`src/rtl/mx_block_encoder.sv`:
```
`default_nettype none
// mx_block_encoder: gathers BLK FP32 values, derives one E8M0 scale, then streams MX elements.
// Optional macro MX_ENC_RNE_EN selects round-to-nearest-even quantization; truncation otherwise.
module mx_block_encoder #(
  parameter int BLK   = 32,
  parameter int CNT_W = $clog2(BLK)
) (
  input  logic        clk_i,
  input  logic        rst_i,
  input  logic [1:0]  prec_mode,
  input  logic [1:0]  FP_mode,
  input  logic        in_valid,
  output logic        in_ready,
  input  logic        in_sign,
  input  logic [7:0]  in_exp,
  input  logic [22:0] in_mant,
  output logic        out_valid,
  input  logic        out_ready,
  output logic [7:0]  out_data,
  output logic [7:0]  out_scale,
  output logic        out_first,
  output logic        out_last
);

  typedef enum logic [1:0] {
    COLLECT = 2'd0,
    SCALE   = 2'd1,
    EMIT    = 2'd2
  } state_e;

  typedef enum logic [2:0] {
    F_INT8 = 3'd0,
    F_E4M3 = 3'd1,
    F_E5M2 = 3'd2,
    F_E3M2 = 3'd3,
    F_E2M3 = 3'd4,
    F_E2M1 = 3'd5
  } fmt_e;

  localparam logic [CNT_W-1:0] LAST_IDX = CNT_W'(BLK - 1);

  state_e           state_q, state_d;
  fmt_e             fmt_q, fmt_d, fmt_in;
  logic [CNT_W-1:0] idx_q, idx_d;
  logic [7:0]       max_exp_q, max_exp_d;
  logic             nan_q, nan_d;
  logic [7:0]       scale_q, scale_d;
  logic [31:0]      buf_q [BLK];
  logic             in_beat;

  // Per-format constants: mantissa bits, exponent bias, element emax, max finite code, sign position.
  logic [2:0] f_m;
  logic [4:0] f_bias;
  logic [3:0] f_emax;
  logic [6:0] f_maxc;
  logic [2:0] f_spos;

  always_comb begin
    fmt_in = F_INT8;
    if (prec_mode == 2'b11) begin
      fmt_in = F_E2M1;
    end else if (prec_mode == 2'b01) begin
      case (FP_mode)
        2'b10:   fmt_in = F_E4M3;
        2'b11:   fmt_in = F_E5M2;
        2'b01:   fmt_in = F_E3M2;
        default: fmt_in = F_E2M3;
      endcase
    end
  end

  always_comb begin
    f_m = 3'd6; f_bias = 5'd1; f_emax = 4'd0; f_maxc = 7'd127; f_spos = 3'd7;
    case (fmt_q)
      F_E4M3:  begin f_m = 3'd3; f_bias = 5'd7;  f_emax = 4'd8;  f_maxc = 7'h7E; f_spos = 3'd7; end
      F_E5M2:  begin f_m = 3'd2; f_bias = 5'd15; f_emax = 4'd15; f_maxc = 7'h7B; f_spos = 3'd7; end
      F_E3M2:  begin f_m = 3'd2; f_bias = 5'd3;  f_emax = 4'd4;  f_maxc = 7'h1F; f_spos = 3'd5; end
      F_E2M3:  begin f_m = 3'd3; f_bias = 5'd1;  f_emax = 4'd2;  f_maxc = 7'h1F; f_spos = 3'd5; end
      F_E2M1:  begin f_m = 3'd1; f_bias = 5'd1;  f_emax = 4'd2;  f_maxc = 7'h07; f_spos = 3'd3; end
      default: begin f_m = 3'd6; f_bias = 5'd1;  f_emax = 4'd0;  f_maxc = 7'd127; f_spos = 3'd7; end
    endcase
  end

  logic [31:0]        cur;
  logic signed [10:0] eb;
  logic [5:0]         sh;
  logic [5:0]         expf;
  logic [55:0]        shv;
  logic [6:0]         q;
  logic [15:0]        code;
  logic [7:0]         qdata;
`ifdef MX_ENC_RNE_EN
  logic               guard;
  logic               sticky;
`endif

  // INT8 reuses the FP path as a 6-bit-mantissa format with bias 1, so overflow shows up as code > 127.
  always_comb begin
    cur  = buf_q[idx_q];
    eb   = $signed({3'b0, cur[30:23]}) - $signed({3'b0, scale_q}) + $signed({6'b0, f_bias});
    sh   = 6'd0;
    expf = 6'd0;
    if (eb < 11'sd1) begin
      sh = (eb < -11'sd39) ? 6'd40 : 6'(11'sd1 - eb);
    end else begin
      expf = (eb > 11'sd40) ? 6'd39 : 6'(eb - 11'sd1);
    end
    shv  = {1'b1, cur[22:0], 32'd0} >> sh;
    q    = 7'(shv >> (6'd55 - {3'b0, f_m}));
    code = (16'(expf) << f_m) + 16'(q);
`ifdef MX_ENC_RNE_EN
    guard  = shv[6'd54 - {3'b0, f_m}];
    sticky = |(shv & ((56'd1 << (6'd54 - {3'b0, f_m})) - 56'd1));
    code   = code + 16'(guard & (sticky | q[0]));
`endif
    if (code > 16'(f_maxc)) begin
      code = 16'(f_maxc);
    end
    qdata = 8'd0;
    if (!nan_q && cur[30:23] != 8'd0) begin
      if (fmt_q == F_INT8) begin
        qdata = cur[31] ? (8'd0 - code[7:0]) : code[7:0];
      end else begin
        qdata = code[7:0] | ({7'd0, cur[31]} << f_spos);
      end
    end
  end

  always_comb begin
    state_d   = state_q;
    fmt_d     = fmt_q;
    idx_d     = idx_q;
    max_exp_d = max_exp_q;
    nan_d     = nan_q;
    scale_d   = scale_q;
    in_ready  = 1'b0;
    out_valid = 1'b0;
    out_data  = 8'd0;
    out_first = 1'b0;
    out_last  = 1'b0;
    out_scale = scale_q;
    in_beat   = 1'b0;
    case (state_q)
      COLLECT: begin
        in_ready = 1'b1;
        in_beat  = in_valid;
        if (in_valid) begin
          idx_d = idx_q + CNT_W'(1);
          if (idx_q == '0) begin
            fmt_d = fmt_in;
          end
          if (in_exp == 8'hFF) begin
            nan_d = 1'b1;
          end else if (in_exp > max_exp_q) begin
            max_exp_d = in_exp;
          end
          if (idx_q == LAST_IDX) begin
            state_d = SCALE;
            idx_d   = '0;
          end
        end
      end
      SCALE: begin
        if (nan_q) begin
          scale_d = 8'hFF;
        end else if (max_exp_q <= {4'd0, f_emax}) begin
          scale_d = 8'd0;
        end else begin
          scale_d = max_exp_q - {4'd0, f_emax};
        end
        state_d = EMIT;
      end
      EMIT: begin
        out_valid = 1'b1;
        out_data  = qdata;
        out_first = (idx_q == '0);
        out_last  = (idx_q == LAST_IDX);
        if (out_ready) begin
          if (idx_q == LAST_IDX) begin
            state_d   = COLLECT;
            idx_d     = '0;
            max_exp_d = 8'd0;
            nan_d     = 1'b0;
          end else begin
            idx_d = idx_q + CNT_W'(1);
          end
        end
      end
      default: state_d = COLLECT;
    endcase
  end

  always_ff @(posedge clk_i or posedge rst_i) begin
    if (rst_i) begin
      state_q   <= COLLECT;
      fmt_q     <= F_INT8;
      idx_q     <= '0;
      max_exp_q <= 8'd0;
      nan_q     <= 1'b0;
      scale_q   <= 8'd0;
    end else begin
      state_q   <= state_d;
      fmt_q     <= fmt_d;
      idx_q     <= idx_d;
      max_exp_q <= max_exp_d;
      nan_q     <= nan_d;
      scale_q   <= scale_d;
    end
  end

  // Element storage needs no reset: every slot is rewritten before it is read.
  always_ff @(posedge clk_i) begin
    if (in_beat) begin
      buf_q[idx_q] <= {in_sign, in_exp, in_mant};
    end
  end

endmodule
`default_nettype wire

```
`config.mk`:
```
export PLATFORM = sky130hd
export DESIGN_NAME = mx_block_encoder
export DESIGN_NICKNAME = d
export VERILOG_FILES = /design/src/rtl/mx_block_encoder.sv
export SDC_FILE = /design/constraint.sdc
export NUM_CORES = 1
export LEC_CHECK = 0
export CAP_MARGIN = 20
export CORE_ASPECT_RATIO = 0.8
export CORE_MARGIN = 1.5
export CORE_UTILIZATION = 53
export DETAILED_ROUTE_END_ITERATION = 12
export GPL_ROUTABILITY_DRIVEN = 0
export GPL_TIMING_DRIVEN = 0
export PLACE_DENSITY_LB_ADDON = 0.1
export SLEW_MARGIN = 20
export SYNTH_ARGS = -nofsm -noshare
export SYNTH_HDL_FRONTEND = slang
export SYNTH_SLANG_ARGS = --single-unit
```
`constraint.sdc`:
```
create_clock -name clk_i -period 15.65 [get_ports clk_i]
set_input_delay 3.13 -clock clk_i [delete_from_list [all_inputs] [get_ports clk_i]]
set_output_delay 3.13 -clock clk_i [all_outputs]
set_load 0.005 [all_outputs]
```
==> results of run 1 <==
worst max-delay path, delay by kind of cell, from the launching register on:
family	cells	cell delay, ns
AO/OA/AOI/OAI	13	3.02
adder cells (fa/ha/maj)	4	1.62
AND/OR/NAND/NOR	12	2.47
flip-flops	1	0.44
buffers and inverters	7	3.02
XOR/XNOR	2	0.40
multiplexers	1	0.41
cell families after synthesis:
kind of cell | after synthesis | share of synthesized area (%)
flops | 507 | 67.1
buf+inv | 107 | 1.93
other cells | 1 | 0.0167
compound gates | 249 | 7.90
fa+ha+maj | 53 | 3.08
xor+xnor | 25 | 0.974
simple gates | 281 | 6.24
mux | 136 | 12.7
sequential cells by signal, indices dropped and copies added, names as in the netlist:
name / cells
buf_q: 480
max_exp_q: 8
out_scale: 8
idx_q: 5
fmt_q: 3
state_q: 2
nan_q: 1
final timing paths:
kind	end	cells after the start
max	out_data[1]	39
min	out_scale[6]	2
max reg2reg	out_scale[7]	13
min reg2reg	out_scale[6]	2
max in group asynchronous	state_q[1]	2
min in group asynchronous	fmt_q[1]	2
routing by layer:
layer / global-route usage [%] / vias up / wire, microns
li1: - / 5710 / -
met1: 46.7 / 6905 / 27800
met2: 41.2 / 672 / 26700
met3: 6.34 / 109 / 6320
met4: 7.22 / 0 / 1460
met5: 0 / - / 0
per-stage QoR:
| stage | area, sq um | util [%] | setup slack [ns] | std cells |
|---|---|---|---|---|
| after floorplan | 22500 | - | 4.25 | 1359 |
| after global placement | 23600 | 56.4 | 0.915 | 1953 |
| after detailed placement | 23900 | 57.2 | 1.25 | 1960 |
| after CTS | 25600 | 61.2 | 0.590 | 2052 |
| after global routing | 25600 | 61.2 | 0.0173 | 2053 |
| final | 25600 | 61.2 | 0.550 | 2053 |
cells in the final DEF (no fill, tap or decap), drive strengths merged, types with 14 or more instances in the layout:
master	n
a21oi	59
a22oi	39
buf	44
clkbuf	90
clkdlybuf4s50	31
clkinv	22
dfrtp	27
edfxtp	480
ha	49
inv	48
mux2i	14
mux4	120
nand2	72
nand3	17
nor2	84
nor3	18
o21ai	34
o22ai	22
xnor2	17
layout make-up:
| type | count | area [sq um] |
|---|---|---|
| fillers | 3036 | 16200 |
| flip-flops and latches | 507 | 15100 |
| multi-input cells | 745 | 7230 |
| clock buffers | 54 | 1240 |
| well taps | 552 | 691 |
| repair buffers | 50 | 490 |
| clock inverters | 38 | 422 |
| plain buffers | 61 | 272 |
| inverters | 46 | 173 |
==> impl_results.md, run 1 <==
* Initial antenna violation count at 0
* Clk root buf: clkbuf_16
* Clock Sinks at approximately 510
* Slew @ Worst Pin at approximately 1.1 ns
* Crit. Startpoint: idx_q[1]
* Ys Warns at 0
* # resized after CTS at 0
* # IOs at 60
* Post-route DRC at 0
* Syn Area/Cell at 16.5 sq um
* Netlist Area Pre-Place at around 22000 sq um
* Crit-path max cell delay at ~0.73 ns
* Largest area contributor in the netlist: edfxtp_1
* Via/cell ratio at about 6.5
* Highest Clock Rate at roughly 0.066 GHz
* Post-CTS Setup Repair Bufs at 0
* Slowest library cell on the worst path: clkbuf_1
* Worst EP required at roughly 13 ns
* Vias at 13400
* Startpoint Class: register
* P&R area growth vs syn at 13.9%
* Most frequent cell after synthesis: edfxtp_1
* Flop2flop setup slack at 11.17 ns
* Number of enable flip-flop cells after synthesis at between 400 and 500
* Post-synth top cells: edfxtp_1, mux4_2, nor2_1, nand2_1, a21oi_1
* Die Area at 43700 sq um
* Fin crit period at between 15 and 20 ns
* Hold buffer count at cts at 0
* CTS Buffer Depth at 3
* Worst-path clk slew at roughly 0.06 ns
* Total wire length at a little over 60000 microns
* TNS Setup at 0 ns
* Max transition margin at between 20% and 30%
* Status: finished clean
* N_diodes at 0
* Tcrit/Tclk final at between 90% and 100%
* GR Util All Layers at between 20 and 30%
* Ys flop type: edfxtp_1
* Unrepaired setup endpoints after global routing: false
* CTS H-tree lvls at 2
* Hold WS at between 0.5 and 0.6 ns
* Worst hold path startpoint: out_scale[6]
* Register area share after synthesis at approximately two thirds
* Share of Yosys cell area claimed by the top area cell type at between 60% and 70%
* Setup-failing EPs final at 0
* Setup CP Type: reg -> out
* Synth cell types at between 80 and 90
* TritonCTS Buffers at 49
* DP HPWL at 39800 microns
* Mapped Nets at roughly 1500
* Worst Path Max Fanout at 10
* Async SR Flop Fraction at ~5.3%
* Synth Instances at 1359
* Clk Latency, worst-skew pair at a little under 0.6 ns
* IO buf count at 42
* Pins over their slew limit at 0
* Worst EP arrival at ~12 ns
* Detail Route Antenna Nets at 0
* Layout cell share with drive strength beyond 1 at approximately a fifth
* Core area at approximately 42000 sq um
* Site Rows at 67
* Vias in the first global route at roughly 13000
* Horiz. Die Dim at 233 microns
* Synth area leaders: edfxtp_1, mux4_2, dfrtp_1
* First-pass GRT wire length at ~90000 microns
* #FFs+latches synth at 507
* Gr ovfl total at 0
* Most used cell, CP: nor2_1
* Die Ht at 187 microns
* Hold Crit Class: reg -> reg
* Worst setup EP type: primary output
* First-pass DRT Iterations at 5
* Initial DRC Count at 1703
* Nets@finish at around 1600
* Largest net degree at the start of global routing at 36
* FF-to-FF Start: fmt_q[1]
* Clock skew at 0.0170 ns
* Starting Density at around 54%
* CTS tree: yes
* Final Hold Fails at 0
* MaxCap Viol Count at 0
* Wire per inst at between 30 and 40 microns
Power of run 1 is left out: the tool's default activity adds up to more than one toggle a clock period on the data nets, which glitch-free logic cannot reach.
==> inputs of run 2 (changes only) <==
--- a/config.mk
+++ b/config.mk
@@ -8,7 +8,7 @@
 export CAP_MARGIN = 20
 export CORE_ASPECT_RATIO = 0.8
 export CORE_MARGIN = 1.5
-export CORE_UTILIZATION = 53
+export CORE_UTILIZATION = 40
 export DETAILED_ROUTE_END_ITERATION = 12
 export GPL_ROUTABILITY_DRIVEN = 0
 export GPL_TIMING_DRIVEN = 0
==> run 2 against run 1 <==
  * Cell count is 9.7% higher
  * Largest cell class unchanged
  * Non-clock buffer count is 6 higher
  * Setup slack better by 0.085 ns
  * Clock skew is 0.0064 ns higher
==> impl_results.md, run 2 (synthesis gave the netlist of run 1 again) <==
* P&R area growth vs syn at 14.4%
* Clock Sinks at 507
* Setup-failing EPs final at 0
* Largest net degree at the start of global routing at 36
* Clk root buf: clkbuf_16
* Starting Density at 40.6%
* Highest Clock Rate at ~0.067 GHz
* CTS Buffer Depth at 3
* FF-to-FF Start: fmt_q[1]
* Worst hold path startpoint: state_q[1]
* Initial DRC Count at 1316
* CTS H-tree lvls at 2
* Initial antenna violation count at 0
* # IOs at 60
* Detail Route Antenna Nets at 0
* Vias in the first global route at between 10000 and 15000
* Via/cell ratio at around 5.8
* Unrepaired setup endpoints after global routing: false
* Hold WS at around 0.56 ns
* Tcrit/Tclk final at between 90% and 100%
* Post-route DRC at 0
* Setup CP Type: reg -> out
* Hold worst-path end: state_q[0]
* Site Rows at 77
* Most used cell, CP: ha_1
* Layout cell share with drive strength beyond 1 at between 20% and 30%
* R2R Path End: out_scale[1]
* Slowest library cell on the worst path: o311ai_1
* Horiz. Die Dim at 268 microns
* Nets@finish at around 1600
* Die Area at 57600 sq um
* Worst setup EP type: primary output
* Clk Latency, worst-skew pair at around 0.6 ns
* First-pass GRT wire length at ~90000 microns
* Core area at 55400 sq um
* Wire per inst at between 20 and 30 microns
* Max transition margin at between 20% and 30%
* Final Hold Fails at 0
* Total wire length at 62000 microns
* Startpoint Class: register
* TNS Setup at 0 ns
* Most common cell after layout, fill and taps aside: edfxtp_1
* TritonCTS Buffers at 50
* MaxCap Viol Count at 0
* Worst EP arrival at 11.89 ns
* GR Util All Layers at between 20% and 30%
* Worst Path Max Fanout at 10
* DP HPWL at ~41000 microns
* Largest Register: buf_q
* N_diodes at 0
* Worst EP required at 12.52 ns
* Status: finished clean
* Hold Crit Class: reg -> reg
* Reg2Reg Depth at 15
* Post-CTS Setup Repair Bufs at 0
* Max FFs per register at 480
* Flop2flop setup slack at between 10 and 15 ns
* Pins over their slew limit at 0
* IO buf count at 42
* CTS tree: yes
* Fin crit period at approximately 15 ns
* Die Ht at 215 microns
* First-pass DRT Iterations at 5
* Hold buffer count at cts at 0
* Slew @ Worst Pin at approximately 1.2 ns
* Clock skew at about 0.023 ns
* Most frequent cells in the layout: edfxtp_1, mux4_2, nand2_1
* Hold depth at 1
* Worst-path clk slew at approximately 0.07 ns
* Crit-path max cell delay at between 0.8 and 0.9 ns
* Gr ovfl total at 0
* Vias at about 13000
run 2: layer usage:
metal,GRT usage (%),routed length (microns)
met5,0,0
met3,4.06,4490
met1,34.9,29900
met4,3.65,821
met2,31.4,26800
run 2: how the worst max path moves through the flow:
stage,slack (ns),end,cells after the start,from
floorplan,4.25,out_data[5],39,idx_q[0]
global placement,1.12,out_data[0],41,idx_q[1]
detailed placement,1.07,out_data[5],41,idx_q[1]
CTS,0.43,out_data[5],41,idx_q[1]
global route,0.01,out_data[5],43,idx_q[0]
finish,0.63,out_data[5],39,idx_q[0]
run 2: worst max-delay path: cells and delay by family, from the launching register on:
family | cells | cell delay, ns
AO/OA/AOI/OAI | 18 | 4.26
buffers and inverters | 7 | 2.64
AND/OR/NAND/NOR | 7 | 1.50
adder cells (fa/ha/maj) | 4 | 1.28
multiplexers | 1 | 0.61
XOR/XNOR | 2 | 0.54
flip-flops | 1 | 0.40
run 2: timing repair:
item | 4_1_cts | 5_1_grt
hold endpoints to repair | 0 | 0
resized for setup | 0 | 18
endpoints found under the setup margin | 0 | 8
run 2: layout make-up:
cell class / instances / area [sq um]
Sequential cell: 507 / 15100
Clock inverter: 27 / 267
Buffer: 61 / 272
Fill cell: 4784 / 29700
Tap cell: 750 / 938
Timing Repair Buffer: 56 / 547
Clock buffer: 61 / 1290
Inverter: 46 / 173
Multi-Input combinational cell: 745 / 7150
run 2: metrics by stage:
stage | util [%] | instances | setup slack [ns] | area (sq um)
after CTS | 46.5 | 2253 | 0.435 | 25700
after global placement | 43.0 | 2151 | 1.12 | 23800
after detailed placement | 43.7 | 2165 | 1.07 | 24200
after global routing | 46.4 | 2253 | 0.0133 | 25700
final | 46.4 | 2253 | 0.634 | 25700
after floorplan | - | 1359 | 4.25 | 22500
Power of run 2 is left out for the same reason.
==> inputs of run 3 (changes only) <==
--- a/config.mk
+++ b/config.mk
@@ -6,6 +6,8 @@
 export NUM_CORES = 1
 export LEC_CHECK = 0
 export CAP_MARGIN = 20
+export CELL_PAD_IN_SITES_DETAIL_PLACEMENT = 1
+export CELL_PAD_IN_SITES_GLOBAL_PLACEMENT = 2
 export CORE_ASPECT_RATIO = 0.8
 export CORE_MARGIN = 1.5
 export CORE_UTILIZATION = 40
==> run 3 against run 2 <==
  * Via count up 3.0%
  * Die area unchanged
  * Utilization up 0.59 points
  * Sequential share of layout area down 0.74 points
  * Register-to-register slack about the same
  * Clock-buffer cell count up 1
  * Critical endpoint is now out_data[7]
  * Highest routed layer unchanged
==> impl_results.md, run 3 (synthesis gave the netlist of run 1 again) <==
* Startpoint Class: register
* Vias in the first global route at roughly 13000
* Site Rows at 77
* Crit-path max cell delay at 0.58 ns
* Most common cell after layout, fill and taps aside: edfxtp_1
* Nets@finish at about 1600
* MaxCap Viol Count at 0
* Worst hold path startpoint: state_q[1]
* Most used cell, CP: a21oi_1
* Horiz. Die Dim at 268 microns
* CTS Buffer Depth at 3
* FF-to-FF Start: fmt_q[1]
* Vias at 13400
* Core area at 55400 sq um
* Clk Latency, worst-skew pair at ~0.60 ns
* Clock skew at 0.0187 ns
* Met1 usage at around 38%
* Busiest grt layer: met1
* Tcrit/Tclk final at between 90% and 100%
* TNS Setup at 0 ns
* Pins over their slew limit at 0
* Layout cell share with drive strength beyond 1 at 21.6%
* Crit. Startpoint: idx_q[1]
* Worst EP required at roughly 13 ns
* Met2 Usage GRT at between 30% and 40%
* IO buf count at between 40 and 50
* Max FFs per register at 480
* Final Hold Fails at 0
* Setup CP Type: reg -> out
* Fin crit period at about 15 ns
* # IOs at 60
* Detail Route Antenna Nets at 0
* Largest net degree at the start of global routing at 36
* Worst Path Max Fanout at 10
* Highest Clock Rate at 0.0680 GHz
* Slew @ Worst Pin at between 1 and 1.5 ns
* P&R area growth vs syn at 15.9%
* Unrepaired setup endpoints after global routing: false
* Most frequent cells in the layout: edfxtp_1, mux4_2, nand2_1
* Clock Sinks at just over 500
* First-pass GRT wire length at ~100000 microns
* GR Util All Layers at roughly a quarter
* Largest Register: buf_q
* Post-CTS Setup Repair Bufs at 0
* Via/cell ratio at between 5 and 6
* Max transition margin at a little under a fifth
* Status: finished clean
* Hold WS at around 0.56 ns
* TritonCTS Buffers at 51
* Wire per inst at 30.8 microns
* Initial antenna violation count at 0
* Clk root buf: clkbuf_16
* Hold buffer count at cts at 0
* First-pass DRT Iterations at 5
* Die Area at 57600 sq um
* Die Ht at 215 microns
* Worst EP arrival at around 12 ns
* Met3 track demand over resource at 5.34%
* Hold Crit Class: reg -> reg
* CTS tree: yes
* Gr ovfl total at 0
* CTS H-tree lvls at 2
* Worst setup EP type: primary output
* Total wire length at 69700 microns
* Worst-path clk slew at about 0.060 ns
* Initial DRC Count at 1262
* Starting Density at approximately two fifths
* Post-route DRC at 0
* DP HPWL at 46500 microns
* N_diodes at 0
* Setup-failing EPs final at 0
* Slowest library cell on the worst path: clkbuf_2
[run 3: changes by cell type in the layout (fill, tap and decap cells not counted), sizes merged]
cell / delta
clkbuf: +6
clkinv: +4
clkdlybuf4s50: +3
buf: -4
bufinv: -4
inv: +2
[run 3: worst paths after layout]
check                      cells past startpoint  slack (ns)           end
min                                            1        0.56    state_q[0]
min in group asynchronous                      2        3.00  out_scale[5]
max reg2reg                                   15       11.09  out_scale[1]
min reg2reg                                    1        0.56    state_q[0]
max                                           42        0.95   out_data[7]
max in group asynchronous                      2       12.14      idx_q[1]
[run 3: worst max-delay path: cells and delay by family (launching register included)]
family	cells	cell delay (ns)
buffers and inverters	7	2.68
muxes	1	0.40
xor gates and xnor gates	2	0.34
and+or+nand+nor	9	1.44
AOI/OAI and AO/OA	19	3.97
DFF	1	0.46
adders and majority gates	4	1.61
[run 3: timing repair]
action | 4_1_cts | 5_1_grt
gates resized for setup | 0 | 29
endpoints found under the setup margin | 0 | 8
endpoints found under the hold margin | 0 | 0
[run 3: cell type report]
cell class / count / area [sq um]
clock buffers: 62 / 1340
multi-input cells: 745 / 7240
fillers: 5324 / 29300
well taps: 750 / 938
clock inverters: 29 / 191
inverters: 46 / 173
plain buffers: 60 / 290
repair buffers: 61 / 788
flip-flops and latches: 507 / 15100
[run 3: routing by layer]
metal	share of wire, %	vias up
met3	7.5	80
met1	47	7097
met4	2.0	0
met2	44	479
met5	0	-
li1	-	5721
[run 3: stage by stage]
stage | setup slack [ns] | cell area [sq um] | std cells | utilization [%]
floorplan | 4.25 | 22500 | 1359 | -
global placement | 0.739 | 23800 | 2151 | 43.0
detailed placement | 0.833 | 24500 | 2169 | 44.2
CTS | 0.0789 | 26000 | 2260 | 47.0
global route | 0.0175 | 26100 | 2260 | 47.0
finish | 0.947 | 26100 | 2260 | 47.0
Power of run 3 is left out for the same reason.
